==> src/rtl/uart_pkg.sv <==
// Shared UART constants: byte width, default RX FIFO depth, receiver timing.
package uart_pkg;

  localparam int unsigned BYTE_W     = 8;
  localparam int unsigned FIFO_DEPTH = 16;

  // Receiver bit timing (consumed by the receiver, kept here so both sides agree).
  localparam int unsigned CLK_HZ     = 50_000_000;
  localparam int unsigned BAUD       = 115_200;
  localparam int unsigned OVERSAMPLE = 16;
  localparam int unsigned DIVISOR    = CLK_HZ / (BAUD * OVERSAMPLE);
  localparam int unsigned SAMPLE_MID = OVERSAMPLE / 2;

endpackage

==> src/rtl/fifo_mem.sv <==
// DEPTH x W register array: synchronous write port, combinational read port.
// Ports: i_clk, i_we/i_waddr/i_wdata (write), i_raddr/o_rdata (read).
module fifo_mem
  import uart_pkg::*;
#(
  parameter  int unsigned DEPTH = FIFO_DEPTH,
  parameter  int unsigned W     = BYTE_W,
  localparam int unsigned AW    = $clog2(DEPTH)
) (
  input  logic          i_clk,
  input  logic          i_we,
  input  logic [AW-1:0] i_waddr,
  input  logic [W-1:0]  i_wdata,
  input  logic [AW-1:0] i_raddr,
  output logic [W-1:0]  o_rdata
);

  logic [W-1:0] mem_q [DEPTH];

  // Storage carries no reset; validity is tracked by the parent's count.
  always_ff @(posedge i_clk) begin
    if (i_we) mem_q[i_waddr] <= i_wdata;
  end

  assign o_rdata = mem_q[i_raddr];

endmodule

==> src/rtl/uart_rx_fifo.sv <==
// Byte FIFO behind the UART receiver: drops framing-error frames (counted),
// flags overruns, presents bytes first-word-fall-through over valid/ready.
// Ports: i_clk, i_rst_n; receiver side i_data/i_valid/i_error; consumer side
// o_data/o_valid/i_ready; status o_count/o_full/o_empty/o_overrun/o_err_cnt;
// i_clr clears the sticky overrun flag and the error counter.
module uart_rx_fifo
  import uart_pkg::*;
#(
  parameter  int unsigned DEPTH = FIFO_DEPTH,
  parameter  int unsigned ECW   = 8,
  localparam int unsigned AW    = $clog2(DEPTH)
) (
  input  logic              i_clk,
  input  logic              i_rst_n,
  input  logic [BYTE_W-1:0] i_data,
  input  logic              i_valid,
  input  logic              i_error,
  output logic [BYTE_W-1:0] o_data,
  output logic              o_valid,
  input  logic              i_ready,
  output logic [AW:0]       o_count,
  output logic              o_full,
  output logic              o_empty,
  output logic              o_overrun,
  output logic [ECW-1:0]    o_err_cnt,
  input  logic              i_clr
);

  localparam int unsigned CW = AW + 1;

  logic [AW-1:0]     wr_ptr_q, wr_ptr_d;
  logic [AW-1:0]     rd_ptr_q, rd_ptr_d;
  logic [CW-1:0]     count_q, count_d;
  logic              valid_q, full_q, empty_q;
  logic              overrun_q, overrun_d;
  logic [ECW-1:0]    err_cnt_q, err_cnt_d;
  logic              wr_req, err_req, wr_acc, rd_acc, ovr_evt;
  logic [BYTE_W-1:0] rd_data;

  fifo_mem #(
    .DEPTH (DEPTH),
    .W     (BYTE_W)
  ) u_mem (
    .i_clk   (i_clk),
    .i_we    (wr_acc),
    .i_waddr (wr_ptr_q),
    .i_wdata (i_data),
    .i_raddr (rd_ptr_q),
    .o_rdata (rd_data)
  );

  // Handshake qualification and next-state for pointers, count and status.
  always_comb begin
    wr_req    = i_valid & ~i_error;
    err_req   = i_valid & i_error;
    rd_acc    = valid_q & i_ready;
    // A read in the same cycle frees the slot, so a full FIFO still accepts.
    wr_acc    = wr_req & (~full_q | rd_acc);
    ovr_evt   = wr_req & ~wr_acc;

    wr_ptr_d  = wr_ptr_q;
    rd_ptr_d  = rd_ptr_q;
    count_d   = count_q;
    overrun_d = overrun_q;
    err_cnt_d = err_cnt_q;

    if (wr_acc) wr_ptr_d = wr_ptr_q + AW'(1);
    if (rd_acc) rd_ptr_d = rd_ptr_q + AW'(1);

    unique case ({wr_acc, rd_acc})
      2'b10:   count_d = count_q + CW'(1);
      2'b01:   count_d = count_q - CW'(1);
      default: count_d = count_q;
    endcase

    // Clear takes priority over a same-cycle event.
    if (i_clr) begin
      overrun_d = 1'b0;
      err_cnt_d = '0;
    end else begin
      if (ovr_evt) overrun_d = 1'b1;
      if (err_req && (err_cnt_q != {ECW{1'b1}})) err_cnt_d = err_cnt_q + ECW'(1);
    end
  end

  // State and status registers; flags are decoded from the next count.
  always_ff @(posedge i_clk or negedge i_rst_n) begin
    if (!i_rst_n) begin
      wr_ptr_q  <= '0;
      rd_ptr_q  <= '0;
      count_q   <= '0;
      valid_q   <= 1'b0;
      full_q    <= 1'b0;
      empty_q   <= 1'b1;
      overrun_q <= 1'b0;
      err_cnt_q <= '0;
    end else begin
      wr_ptr_q  <= wr_ptr_d;
      rd_ptr_q  <= rd_ptr_d;
      count_q   <= count_d;
      valid_q   <= (count_d != '0);
      full_q    <= (count_d == CW'(DEPTH));
      empty_q   <= (count_d == '0);
      overrun_q <= overrun_d;
      err_cnt_q <= err_cnt_d;
    end
  end

  // Unreset storage is masked so an empty FIFO always shows zero.
  assign o_data    = valid_q ? rd_data : '0;
  assign o_valid   = valid_q;
  assign o_count   = count_q;
  assign o_full    = full_q;
  assign o_empty   = empty_q;
  assign o_overrun = overrun_q;
  assign o_err_cnt = err_cnt_q;

endmodule

==> config.mk <==
export PLATFORM = sky130hd
export DESIGN_NAME = uart_rx_fifo
export DESIGN_NICKNAME = d
export VERILOG_FILES = /design/src/rtl/uart_pkg.sv /design/src/rtl/fifo_mem.sv /design/src/rtl/uart_rx_fifo.sv
export SDC_FILE = /design/constraint.sdc
export NUM_CORES = 1
export LEC_CHECK = 0
export BUFFER_PORTS_ARGS = -buffer_cell sky130_fd_sc_hd__buf_4
export CORE_MARGIN = 2
export CORE_UTILIZATION = 60
export DETAILED_ROUTE_END_ITERATION = 10
export PLACE_DENSITY_LB_ADDON = 0.25
export SETUP_SLACK_MARGIN = 0.5
export SYNTH_ARGS = -nofsm -noshare
export SYNTH_HDL_FRONTEND = slang
export SYNTH_HIERARCHICAL = 1
export SYNTH_SLANG_ARGS = --single-unit
export TNS_END_PERCENT = 10
==> constraint.sdc <==
create_clock -name i_clk -period 8.68 [get_ports i_clk]
set_clock_uncertainty 0.05 [all_clocks]
set_input_delay 0 -clock i_clk [delete_from_list [all_inputs] [get_ports i_clk]]
set_output_delay 0 -clock i_clk [all_outputs]
set_load 0.005 [all_outputs]
== After elaboration in Yosys (flattened, before gate mapping) ==
Memories as Yosys holds them, arrays and structs flattened.
Cells that the tools add are included.

* Add/subtract/negate cells: 5
* Multiplexer cells: 8
* Bitwise gates (word level): 9
* Reductions and logical operators: 5
* Equality and inequality tests: 4

{| class="wikitable"
|+ Operator list
! operator !! number
|-
| 2-to-1 mux 8 bit || 3
|-
| case mux 5 bit (2 select lines) || 1
|-
| adder 4 x 1 -> 4 bit, second input constant || 2
|-
| adder 8 x 1 -> 8 bit, second input constant || 1
|-
| != test 8 bit, second input constant || 1
|-
| adder 5 x 1 -> 5 bit, second input constant || 1
|-
| bitwise AND 1 bit || 5
|-
| equality test 5 bit, second input constant || 1
|-
| zero test 5 bit || 1
|-
| nonzero test 5 bit || 1
|-
| subtractor 5 x 1 -> 5 bit, second input constant || 1
|-
| 2-to-1 mux 1 bit || 4
|-
| nonzero test 2 bit || 2
|-
| NOT 1 bit || 3
|-
| equality test 2 x 1 -> 1 bit, second input constant || 1
|-
| equality test 2 bit, second input constant || 1
|-
| logical AND 1 bit || 1
|-
| bitwise OR 1 bit || 1
|}

* Memories kept: 1
* RAM bits: 128
* Logic and storage cells: 40
* Bits in registers: 25

{| class="wikitable"
|+ Memories
! name !! depth !! bits a word !! read ports !! clocked after Yosys merged registers in !! wr ports !! line !! text
|-
| u_mem.mem_q || 16 || 8 || 1 || 0 || 1 || fifo_mem.sv:18 || <nowiki>logic [W-1:0] mem_q [DEPTH];</nowiki>
|}

== Longest topological paths before layout ==
* Word-level depth: 7
* Depth in mapped cells: 12

== By module ==
The synthesis kept the hierarchy.

{| class="wikitable"
|+ By module, submodules not included
! module !! times used !! cells an instance !! sequential area each (um2) !! area each (um2)
|-
| fifo_mem || 1 || 221 || 3,843.7 || 4,987.3
|-
| uart_rx_fifo || 1 || 129 || 626.9 || 1,362.6
|}

== Worst setup path before layout ==
OpenSTA, ideal clock, no wires.

* Path type: reg2reg
* From: register valid_q (netlist: o_valid)
* To: register valid_q (netlist: o_valid)
* Cell stages (with the launch flop): 13
* Arrival: 2,909 ps
* Setup time: 131 ps
* Setup slack: 5,589 ps
* Clock period less this slack: 3,091 ps
* Path through: dfrtp_1 -> nand2_1 -> a21oi_1 -> inv_1 -> ha_1 -> buf_6 -> xor2_1 -> ha_1 -> a21oi_1 -> xor2_1 -> o21ai_0 -> or3b_1 -> or3_1

* Word-level cells in the longest chain between the ends: 6
* Elaborated cells on any way between the ends: 7

{| class="wikitable"
|+ RTL lines
! item !! line !! text
|-
| start: declaration || uart_rx_fifo.sv:34 || <nowiki>logic valid_q, full_q, empty_q;</nowiki>
|-
| start signal: assignment || uart_rx_fifo.sv:101 || <nowiki>valid_q <= (count_d != '0);</nowiki>
|-
| bitwise AND 1 bit * || uart_rx_fifo.sv:56 || <nowiki>rd_acc = valid_q & i_ready;</nowiki>
|-
| bitwise OR 1 bit * || uart_rx_fifo.sv:58 || <nowiki>wr_acc = wr_req & (~full_q | rd_acc);</nowiki>
|-
| bitwise AND 1 bit * || uart_rx_fifo.sv:58 ||
|-
| via wr_acc || uart_rx_fifo.sv:37 || <nowiki>logic wr_req, err_req, wr_acc, rd_acc, ovr_evt;</nowiki>
|-
| equality test 2 x 1 -> 1 bit or equality test 2 bit (tied branches) || uart_rx_fifo.sv:70 || <nowiki>unique case ({wr_acc, rd_acc})</nowiki>
|-
| case mux 5 bit (2 select lines) * || uart_rx_fifo.sv:70 ||
|-
| nonzero test 5 bit * || uart_rx_fifo.sv:101 ||
|}

The timed path passes the listed nets; every way through them passes the cells marked *.
A chain may end at the register's enable or synchronous reset.

== Worst setup path in the final report ==
Ends and elaborated chain as after synthesis.

==> flow_metrics.env <==
export IMPL_outcome="completed"
export IMPL_crit_path_max_fanout=10
export IMPL_cts_sink_count=153
export IMPL_detailroute_wirelength_met3_um=824
export IMPL_timing_critical_path_to_type="flop"
export IMPL_flow_area_growth_from_synthesis_pct=18.0
export IMPL_globalplace_congestion=0.811
export IMPL_dpl_hpwl_um=7860
export IMPL_final_core_util_pct=72.9
export IMPL_synthesis_area_per_instance_um2=18.1
export IMPL_port_buffer_count=38
export IMPL_multiplexer_share_of_the_synthesized_area_pct=12.9
export IMPL_drv_cap=0
export IMPL_floorplan_die_width_um=107
export IMPL_path_category_of_the_worst_min_delay_check="input port to flop"
export IMPL_antenna_violations_before_repair=0
export IMPL_die_area_um2=11400
export IMPL_hold_viol_final=0
export IMPL_slew_headroom_pct=31.0
export IMPL_cp_arrival_ps=4000
export IMPL_route_detailed_drc=0
export IMPL_r2r_cell_count=11
export IMPL_ioPinCount=39
export IMPL_cts_clock_pin_slew_for_the_worst_setup_and_hold_paths_ps=60
export IMPL_criticalPathCategory="flop to flop"
export IMPL_level_count_of_the_clock_h_tree=4
export IMPL_nets=433
export IMPL_route_vias_total=3449
export IMPL_synth_seq_cells=153
export IMPL_hold_path_depth=3
export IMPL_final_power_w=0.00238
export IMPL_netlist_area_leader_share_pct=60.5
export IMPL_synth_top_family_by_area="multiplexers"
export IMPL_hold_slack_ps=201
export IMPL_net_count_after_synthesis=370
export IMPL_fin_tns_setup_ps=0
export IMPL_drv_slew=0
export IMPL_routed_wire_length_per_instance_um=23.2
export IMPL_final_antenna_net_count=0
export IMPL_synthSimpleGateAreaFrac_pct=7.23
export IMPL_ys_types=41
export IMPL_ys_seq_area_share_pct=70.4
export IMPL_synth_top_cells_by_count="128 x sky130_fd_sc_hd__edfxtp_1, 25 x sky130_fd_sc_hd__nor2_1, 24 x sky130_fd_sc_hd__dfrtp_1, 18 x sky130_fd_sc_hd__mux4_2, 17 x sky130_fd_sc_hd__nand2_1"
export IMPL_viasPerCell=6.14
export IMPL_synth_warning_count=6
export IMPL_critical_path_cell_chain="nand2_1, a21oi_1, inv_1, ha_1, xor2_1, ha_1, a21oi_1, xor2_1, o21ai_0, or3b_1, or3_1"
export IMPL_critical_path_slowest_cell="sky130_fd_sc_hd__a21oi_1"
export IMPL_layout_drive_gt1_share_pct=23.5
export IMPL_cts_buffer_depth=2
export IMPL_fin_crit_sh_pct=41.9
export IMPL_tritoncts="yes"
export IMPL_yosys_area_share_adder_pct=1.18
export IMPL_worstPathRequired_ps=9050
export IMPL_synth_xor_xnor_area_share_pct=2.48
export IMPL_route_top_layer_used="met4"
export IMPL_routedLengthMet1_um=5130
export IMPL_initial_core_util_pct=61.8
export IMPL_clock_latency_at_the_later_pin_of_the_worst_skew_pair_ps=540
export IMPL_maximum_number_of_pins_on_one_net_before_global_route_repair=36
export IMPL_synth_top_cells_by_area="sky130_fd_sc_hd__edfxtp_1 61%, sky130_fd_sc_hd__dfrtp_1 9.5%, sky130_fd_sc_hd__mux4_2 6.4%, sky130_fd_sc_hd__mux4_1 5.8%, sky130_fd_sc_hd__a22oi_1 1.9%"
export IMPL_die_height_um=107
export IMPL_power_static_leakage_nw=2.66
export IMPL_post_synth_instance_area_um2=6350
export IMPL_setup_violations=0
export IMPL_vdd_drop_max_mv=0.183
export IMPL_max_stage_delay_ps=550
export IMPL_met2_wirelength_um=6790
export IMPL_synthesis_instances=350
export IMPL_post_synth_top_count_cell="sky130_fd_sc_hd__edfxtp_1"
export IMPL_grt_first_pass_wirelength_um=20400
export IMPL_rows=37
export IMPL_cts_made_buffers=17
export IMPL_drt_pass1_iterations=5
export IMPL_start_kind="flop"
export IMPL_max_slew_worst_pin_slew_ps=1030
export IMPL_post_route_min_period_ps=3640
export IMPL_ant_diodes=0
export IMPL_synth_async_reset_ratio_pct=16.3
export IMPL_synth_area_leader_cell="sky130_fd_sc_hd__edfxtp_1"
export IMPL_maxClockFrequency_mhz=275
export IMPL_p_per_area_nw_per_um2=317
export IMPL_wl_um=13000
export IMPL_clockRootBuffer="sky130_fd_sc_hd__clkbuf_8"
export IMPL_grt_setup_unrepaired="false"
export IMPL_synth_edff_count=128
export IMPL_via_count_of_the_first_global_routing_pass=3613
export IMPL_first_iter_violations=296
export IMPL_final_global_route_overflow_total=0
export IMPL_synth_compound_area_share_pct=3.53
export IMPL_postSynth_topFlopCell="sky130_fd_sc_hd__edfxtp_1"
export IMPL_core_area_um2=10300
export IMPL_track_usage_pct=25.4
[cell type report]
| class | count | area, um2 |
|---|---|---|
| multi-input cells | 179 | 1740 |
| repair buffers | 60 | 505 |
| inverters | 2 | 7.51 |
| flip-flops and latches | 153 | 4470 |
| clock inverters | 12 | 175 |
| clock buffers | 20 | 425 |
| fillers | 633 | 2780 |
| well taps | 136 | 170 |
[kinds of logic (layout without fill, tap and decap cells)]
group | after synthesis | after routing
flip-flops | 153 | 153
AND/OR/NAND/NOR | 89 | 89
multiplexers | 36 | 36
AO/OA/AOI/OAI | 30 | 30
XOR/XNOR | 18 | 18
buffers and inverters | 18 | 94
adder cells (fa/ha/maj) | 6 | 6
[registers in the layout (all words and copies together) (netlist names)]
| signal | count |
|---|---|
| u_mem/mem_q | 128 |
| o_err_cnt | 8 |
| o_count | 5 |
| rd_ptr_q | 4 |
| wr_ptr_q | 4 |
| o_empty | 1 |
| o_full | 1 |
| o_overrun | 1 |
| o_valid | 1 |
[report_power, final]
part	leakage, nW	total, W	switching (W)	internal (W)
Clock	0.287	0.000746	0.000279	0.000466
Sequential	1.46	0.000991	0.000122	0.000869
Combinational	0.912	0.000639	0.000298	0.000341
[routing by layer]
metal	track usage (%)	vias to the layer above
li1	-	1517
met1	32.5	1753
met2	41.4	149
met3	6.93	30
met4	10.6	0
met5	0	-
[worst max-delay path, delay by kind of cell, from the launching register on]
| family | cells | cell delay [ps] |
|---|---|---|
| simple gates | 3 | 920 |
| buf+inv | 1 | 160 |
| compound gates | 3 | 930 |
| fa+ha+maj | 2 | 590 |
| flops | 1 | 510 |
| xor+xnor | 2 | 340 |
[through the flow]
stage,std cells,area [um2],setup slack (ps)
finish,562,7490,5040
detailed placement,512,6700,5140
CTS,562,7490,5100
global route,562,7490,4620
global placement,512,6700,5320
floorplan,350,6350,5590
[worst paths after layout]
path | startpoint | endpoint | slack, ps
max | o_valid$_DFF_PN0_ | o_valid$_DFF_PN0_ | 5040
min | i_clr | o_err_cnt[5]$_DFFE_PN0P_ | 200
max reg2reg | o_valid$_DFF_PN0_ | o_valid$_DFF_PN0_ | 5040
min reg2reg | o_overrun$_DFFE_PN0P_ | o_overrun$_DFFE_PN0P_ | 480
max in group asynchronous | i_rst_n | rd_ptr_q[1]$_DFFE_PN0P_ | 7990
min in group asynchronous | i_rst_n | o_count[0]$_DFF_PN0_ | 420
[what timing repair did]
| item | CTS | global route |
|---|---|---|
| hold buffers | 18 | 0 |
| endpoints found under the hold margin | 168 | 0 |
| setup buffers | 0 | 0 |
| resized for setup | 0 | 0 |
[cells in the final DEF (no fill, tap or decap), types with 11 or more instances in the layout]
cell,n
sky130_fd_sc_hd__nor2_1,25
sky130_fd_sc_hd__edfxtp_1,128
sky130_fd_sc_hd__and2_1,11
sky130_fd_sc_hd__mux4_1,14
sky130_fd_sc_hd__buf_4,42
sky130_fd_sc_hd__dfrtp_1,22
sky130_fd_sc_hd__clkbuf_16,16
sky130_fd_sc_hd__xor2_1,11
sky130_fd_sc_hd__a22oi_1,16
sky130_fd_sc_hd__nand2_1,17
sky130_fd_sc_hd__mux4_2,18
sky130_fd_sc_hd__dlygate4sd3_1,17
(Power assumes the default switching activity.)
